<file path="config.mk">
export PLATFORM = sky130hd
export DESIGN_NAME = router_out_fifo
export DESIGN_NICKNAME = d
export VERILOG_FILES = /design/src/rtl/router_pkg.sv /design/src/rtl/router_timeout.sv /design/src/rtl/router_out_fifo.sv
export SDC_FILE = /design/constraint.sdc
export NUM_CORES = 1
export LEC_CHECK = 0
export CORE_UTILIZATION = 50
export DETAILED_ROUTE_END_ITERATION = 16
export GPL_TIMING_DRIVEN = 0
export MAX_ROUTING_LAYER = met4
export PLACE_DENSITY = 0.66
export SYNTH_ARGS = -nofsm -noshare
export SYNTH_HDL_FRONTEND = slang
export SYNTH_SLANG_ARGS = --single-unit
</file>
<file path="constraint.sdc">
create_clock -name clk -period 6.8 [get_ports clk]
set_clock_uncertainty 0.15 [all_clocks]
set_input_delay 1.02 -clock clk [delete_from_list [all_inputs] [get_ports clk]]
set_output_delay 1.02 -clock clk [all_outputs]
set_load 0.005 [all_outputs]
</file>
<file path="src/rtl/router_pkg.sv">
// -----------------------------------------------------------------------------
// router_pkg
// Shared defaults and header-field constants for the router output FIFO.
//   ROUTER_WIDTH / ROUTER_DEPTH / ROUTER_TIMEOUT : parameter defaults
//   LEN_MSB / LEN_LSB                            : payload-length slice of a header byte
//   PKT_CNT_W                                    : width of the packet byte counter
// -----------------------------------------------------------------------------
package router_pkg;

    localparam int ROUTER_WIDTH   = 8;
    localparam int ROUTER_DEPTH   = 16;
    localparam int ROUTER_TIMEOUT = 30;

    // Header byte layout: [7:2] payload length, [1:0] destination address.
    localparam int LEN_MSB   = 7;
    localparam int LEN_LSB   = 2;
    localparam int PKT_CNT_W = LEN_MSB - LEN_LSB + 1;

    // Bytes still to leave after a header: the payload plus the parity byte.
    function automatic logic [PKT_CNT_W-1:0] header_count(input logic [PKT_CNT_W-1:0] len);
        return len + PKT_CNT_W'(1);
    endfunction

endpackage

</file>
<file path="src/rtl/router_timeout.sv">
// -----------------------------------------------------------------------------
// router_timeout
// Idle-cycle counter that raises a one-cycle terminal pulse after TIMEOUT
// counted cycles. Used by router_out_fifo only when ROUTER_FIFO_TIMEOUT_EN
// is defined.
//   clk      : clock, all logic on posedge
//   resetn   : synchronous active-low reset
//   inc      : count this cycle
//   clr      : restart the count (wins over inc)
//   terminal : count has reached TIMEOUT-1; counter restarts on the next edge
// -----------------------------------------------------------------------------
module router_timeout
    import router_pkg::*;
#(
    parameter int TIMEOUT = ROUTER_TIMEOUT
) (
    input  logic clk,
    input  logic resetn,
    input  logic inc,
    input  logic clr,
    output logic terminal
);

    localparam int CNT_W = (TIMEOUT > 2) ? $clog2(TIMEOUT) : 1;

    logic [CNT_W-1:0] count;

    assign terminal = (count == CNT_W'(TIMEOUT - 1));

    always_ff @(posedge clk) begin
        if (!resetn || clr || terminal) begin
            count <= '0;
        end else if (inc) begin
            // NOTE: sequential state uses non-blocking assignment so every
            // register samples pre-edge values, independent of block order.
            count <= count + CNT_W'(1);
        end
    end

endmodule

</file>
<file path="src/rtl/router_out_fifo.sv">
// -----------------------------------------------------------------------------
// router_out_fifo
// Per-destination output FIFO of the router. Each entry is a byte plus a
// header flag. Reading a header loads a packet byte counter; once the packet
// has drained and no read is pending, dout returns to zero.
// Optional feature (macro ROUTER_FIFO_TIMEOUT_EN): if the destination leaves
// data unread for TIMEOUT cycles, soft_rst pulses and the FIFO flushes itself.
//   clk       : clock, all logic on posedge
//   resetn    : synchronous active-low reset
//   we        : write enable (ignored while full)
//   lfd_state : current write is a header byte
//   data_in   : byte to store
//   reen      : read enable (ignored while empty)
//   dout      : registered read data
//   vld_out   : FIFO holds at least one entry
//   full      : no free entry
//   empty     : no stored entry
//   soft_rst  : one-cycle timeout flush pulse (0 when the feature is off)
// -----------------------------------------------------------------------------
module router_out_fifo
    import router_pkg::*;
#(
    parameter int WIDTH   = ROUTER_WIDTH,
    parameter int DEPTH   = ROUTER_DEPTH,
    parameter int TIMEOUT = ROUTER_TIMEOUT
) (
    input  logic             clk,
    input  logic             resetn,
    input  logic             we,
    input  logic             lfd_state,
    input  logic [WIDTH-1:0] data_in,
    input  logic             reen,
    output logic [WIDTH-1:0] dout,
    output logic             vld_out,
    output logic             full,
    output logic             empty,
    output logic             soft_rst
);

    localparam int ADDR_W = $clog2(DEPTH);
    localparam int PTR_W  = ADDR_W + 1;

    if (WIDTH < 8 || DEPTH < 2 || DEPTH != (1 << ADDR_W) || TIMEOUT < 2) begin : g_param_check
        $error("router_out_fifo: WIDTH>=8, power-of-two DEPTH>=2 and TIMEOUT>=2 required");
    end

    logic [WIDTH:0]         mem [DEPTH];
    logic [PTR_W-1:0]       wptr;
    logic [PTR_W-1:0]       rptr;
    logic [PKT_CNT_W-1:0]   pkt_cnt;
    logic [WIDTH:0]         rd_entry;
    logic                   do_wr;
    logic                   do_rd;
    logic                   flush;

    // Extra pointer MSB distinguishes a full ring from an empty one.
    assign empty   = (wptr == rptr);
    assign full    = (wptr[ADDR_W-1:0] == rptr[ADDR_W-1:0]) && (wptr[ADDR_W] != rptr[ADDR_W]);
    assign vld_out = !empty;

    // A flush cycle drops any write so nothing survives into the cleared FIFO.
    assign do_wr    = we && !full && !flush;
    assign do_rd    = reen && !empty;
    assign rd_entry = mem[rptr[ADDR_W-1:0]];

`ifdef ROUTER_FIFO_TIMEOUT_EN
    router_timeout #(
        .TIMEOUT (TIMEOUT)
    ) u_timeout (
        .clk      (clk),
        .resetn   (resetn),
        .inc      (vld_out && !reen),
        .clr      (reen || empty),
        .terminal (soft_rst)
    );
`else
    assign soft_rst = 1'b0;
`endif

    assign flush = soft_rst;

    // NOTE: the storage array has no reset; clearing the pointers already
    // makes every entry unreachable, and a reset here would block RAM mapping.
    always_ff @(posedge clk) begin
        if (do_wr) begin
            mem[wptr[ADDR_W-1:0]] <= {lfd_state, data_in};
        end
    end

    always_ff @(posedge clk) begin
        if (!resetn || flush) begin
            wptr    <= '0;
            rptr    <= '0;
            pkt_cnt <= '0;
            dout    <= '0;
        end else begin
            if (do_wr) begin
                wptr <= wptr + PTR_W'(1);
            end
            if (do_rd) begin
                rptr <= rptr + PTR_W'(1);
                dout <= rd_entry[WIDTH-1:0];
                if (rd_entry[WIDTH]) begin
                    pkt_cnt <= header_count(rd_entry[LEN_MSB:LEN_LSB]);
                end else if (pkt_cnt != '0) begin
                    pkt_cnt <= pkt_cnt - PKT_CNT_W'(1);
                end
            end else if (pkt_cnt == '0) begin
                // Packet fully delivered: stop presenting stale data.
                dout <= '0;
            end
        end
    end

endmodule
</file>
# [Word level (Yosys, flattened, before mapping)]
# Memories as Yosys holds them, arrays and structs flattened. A register that Yosys moved wholly into a read port is not among the register bits.
# Cells that the tools add are included.
[totals] elab_cells=30 mem_count=1 out_inout_bits=12 ramBits=144 input_bits=13 regBits=24
[classes] reduce_logical=10 n_eq_ne=3 add_sub_neg=4 n_mux=8
[mem_list] name="mem" words=16 word_bits=9 rd=1 rd_ports_with_merged_regs=1 write_ports=1 line="router_out_fifo.sv:47" text="logic [WIDTH:0] mem [DEPTH];"
[op_table] op="8-bit two-way mux" n=2
[op_table] op="6-bit two-way mux" n=2
[op_table] op="5-bit by 1-bit adder with 5-bit output, second input constant" n=2
[op_table] op="4-bit two-way mux" n=2
[op_table] op="6-bit by 1-bit adder with 6-bit output, second input constant" n=1
[op_table] op="6-bit zero test" n=1
[op_table] op="6-bit nonzero test" n=1
[op_table] op="6-bit by 1-bit subtractor with 6-bit output, second input constant" n=1
[op_table] op="5-bit == test" n=1
[op_table] op="4-bit == test" n=1
[op_table] op="2-bit nonzero test" n=2
[op_table] op="1-bit logical AND" n=3
[op_table] op="1-bit zero test" n=2
[op_table] op="1-bit two-way mux" n=2
[op_table] op="2-bit AND reduction" n=1
[op_table] op="1-bit inequality test" n=1

# [Logic depth before layout (Yosys ltp)]
[logic_depth] depth_word=6 ltp_mapped=10 ltp_nobuf=8

# [Worst setup path after synthesis]
# OpenSTA, ideal clock, no wires.
[synth_timing] kind="input to register" startpoint="in we" endpoint="mem mem[3][0] in the netlist's numbering, enable pin" slack_ns=3.923 n_path_buf=0 setup_time_ns=0.387 t_required_ns=6.263 cell_stages=3 t_arrival_ns=2.340 path_cell_list="a21boi_1 nand2_1 nor3_1"
[synth_between] elab_chain_len=3
[synth_rtl] item="start: declaration" line="router_out_fifo.sv:29" text="input logic we,"
[synth_rtl] item="1-bit logical AND" line="router_out_fifo.sv:62" text="assign do_wr = we && !full && !flush;"
[synth_rtl] item="1-bit two-way mux" line="router_out_fifo.sv:85" text="if (do_wr) begin"
[synth_rtl] item="1-bit two-way mux (implied by the code)" line="router_out_fifo.sv:86" text="mem[wptr[ADDR_W-1:0]] <= {lfd_state, data_in};"
[synth_rtl] item="end: declaration" line="router_out_fifo.sv:47"
# No other way between the ends.

# [Worst setup path in the final report]
[layout_timing] startpoint="reg wptr[3]" endpoint="out empty"
[layout_between] elab_chain_len=1
[layout_rtl] item="start: declaration" line="router_out_fifo.sv:48" text="logic [PTR_W-1:0] wptr;"
[layout_rtl] item="start signal: assignment" line="router_out_fifo.sv:98" text="wptr <= wptr + PTR_W'(1);"
[layout_rtl] item="5-bit == test" line="router_out_fifo.sv:57" text="assign empty = (wptr == rptr);"
[layout_rtl] item="end: declaration" line="router_out_fifo.sv:36" text="output logic empty,"
# No other way between the ends.

==> impl_results.md <==
* Final setup fails at 0
* Syn_nets at 417
* First-pass iteration count of the detailed router at 4
* Total GRT Usage at 0.2149
* # fillers at 1008
* HP Class: flop to flop
* Num CTS Buffers at 17
* Critical path data arrival time at 2370 ps
* First-pass GRT wire length at 20.97 mm
* Post-CTS Setup Repair Bufs at 0
* Final std cells w/o fill at 631
* Syn. warnings at 0
* Worst Path Required at 5630 ps
* Max Freq at 0.2827 GHz
* Root Buffer: clkbuf_16
* Die Area at 14350 um^2
* Max Slew Vio Count at 0
* Wirelength, routed at 13.75 mm
* PortBufs at 23
* Die X at 119.8 um
* Reg2reg path depth at 6
* Synth unique cells at 46
* Synth Cell Area at 6938 um^2
* Hold Path Stages at 2
* Pwr dens at 315.7 nW/um^2
* RSZ-0062 raised after global routing: false
* Core Region at 13400 um^2
* Final min period at 3537 ps
* Routed WL per cell at 21.80 um
* Die Span Y at 119.8 um
* Post-Syn Area per Cell at 17.52 um^2
* FF/Latch Area at 4885 um^2
* Share of cells above drive strength 1 at 0.1626
* CTS tree: yes
* Inst Count DP at 599
* Clock buffer depth at 2
* Slew HR at 0.1020
* Routed via count at 3689
* Startpoint types: flop
* Clk pin slew, worst setup/hold paths at 70 ps
* Util after Layout at 0.5979
* Cts hold-fix bufs at 0
* Cells resized by post-CTS repair at 0
* Layout area overhead at 15.47%
* Post-Route Setup TNS at 0 ps
* P_leak at 2.628 nW
* Drt via density at 5.846
* Largest net degree at the start of global routing at 17
* FP Rows at 42
* FFs w/ async S/R, synth at 0
* Final ANT Viol Nets at 0
* Initial antenna violation count at 0
* Multi-input gate area at 1933 um^2
* Period utilization at 0.5202
* Grt total ovfl at 0
* Maximum fanout along the worst path at 10
* Endpoints failing hold at 0
* Status: finished clean
* N_diodes at 0
* Skew-Pair Late Insertion Delay at 430 ps
* Syn Inst Count at 396
* Slew at the pin closest to its max-slew limit at 1342 ps
* I/O Pins at 25
* Sequential share of the synthesized area at 0.7041
* # nets final at 463
* Initial Utilization at 0.5177
* Post-synth EDFFs at 144
* Register bit total from synthesis at 172
* Top_reg_cell synth: edfxtp_1
* Peak supply drop at 192.2 uV
* Max-Cap Viols at 0
* DP HPWL at 8.942 mm
* Clock Sinks at 172
* CP endpoint kind: output port
* H-tree depth at 4
* 1st-iter DRT viols at 411
* DRC violations left at 0
* GP Congestion at 0.8285
* Critical path class: flop to output port
* Number of global-route vias before repair at 3645
==> synthesized netlist by cell type, types with 3 or more instances <==
cell / count / area (um^2)
xor2_1: 12 / 105.1
nand4_1: 6 / 37.54
xnor2_1: 4 / 35.03
ha_1: 8 / 100.1
nor2_1: 25 / 93.84
a21oi_1: 13 / 65.06
edfxtp_1: 144 / 4324
buf_1: 3 / 11.26
o21ai_0: 4 / 20.02
buf_2: 3 / 15.01
clkbuf_1: 8 / 30.03
mux4_1: 11 / 289.0
a22oi_1: 9 / 67.56
inv_1: 7 / 26.28
nand2_1: 23 / 86.33
dfxtp_1: 28 / 560.5
nor2b_1: 3 / 18.77
mux4_2: 29 / 653.1
nand3_1: 13 / 65.06
nor3_1: 6 / 30.03
==> cell type report <==
cell class | count | area share
inverters | 7 | 0.003280
well taps | 176 | 0.02749
clock inverters | 12 | 0.01515
plain buffers | 19 | 0.01421
repair buffers | 27 | 0.03436
flip-flops and latches | 172 | 0.6097
clock buffers | 20 | 0.05451
multi-input cells | 198 | 0.2413
==> layer usage <==
layer  global-route usage  up-vias  part of all wire
met4              0.09219        0             0.018
met2               0.3425      109              0.51
met1               0.2698     1886              0.43
met5                    -        -                 0
met3              0.04373       25             0.042
li1                     -     1669                 -
==> stage by stage <==
step           setup slack (ps)  power, W  hold WS (ps)  area [um^2]
2_1_floorplan              3923  0.001512         314.2         6938
3_3_place_gp               2500  0.001632         304.7         7388
3_5_place_dp               2965  0.001639         310.1         7453
4_1_cts                    3232  0.002542         318.6         8011
5_1_grt                    3042  0.002620         334.5         8011
6_report                   3263  0.002529         315.4         8011
==> registers in the layout (all words and copies together), names as in the netlist, named ones only <==
| register | flops |
|---|---|
| mem | 144 |
| dout | 8 |
| rptr | 5 |
| wptr | 5 |
| pkt_cnt | 6 |
==> placed cells by master (no fill, tap or decap), types with 9 or more instances in the layout <==
cell and instances:
clkdlybuf4s50_1 23, nand3_1 13, nand2_1 23, mux4_1 11, clkbuf_16 17, a21oi_1 13, dfxtp_1 28, clkbuf_1 11
mux4_2 29, nor2_1 25, a22oi_1 9, edfxtp_1 144, xor2_1 12
==> power breakdown <==
part,switching (W),total [W],internal (W),leakage [nW]
logic,0.000224,0.000422,0.000198,0.824
registers,0.0000204,0.00119,0.00117,1.53
clock network,0.000376,0.000913,0.000537,0.275
total,0.000620,0.00253,0.00191,2.63
==> critical path: stages (launching register included) <==
cell and delay (ps):
dfxtp_1 300, buf_2 180, xor2_1 160, nor4_1 550, nand2_1 190, inv_1 80, clkdlybuf4s50_1 490
==> worst paths after layout <==
path	endpoint	slack (ps)	from
worst max-delay path	empty	3260	wptr[3]
worst min register to register	dout[6]	320	dout[6]
worst max register to register	mem[14][6]	3560	wptr[3]
worst min-delay path	dout[6]	320	dout[6]
==> cell families after synthesis <==
group	synth area share
flops	0.7041
simple gates	0.06457
xor+xnor	0.02020
compound gates	0.03733
buf+inv	0.02020
mux	0.1387
other cells	0.0005405
fa+ha+maj	0.01443
(Power assumes the default switching activity.)
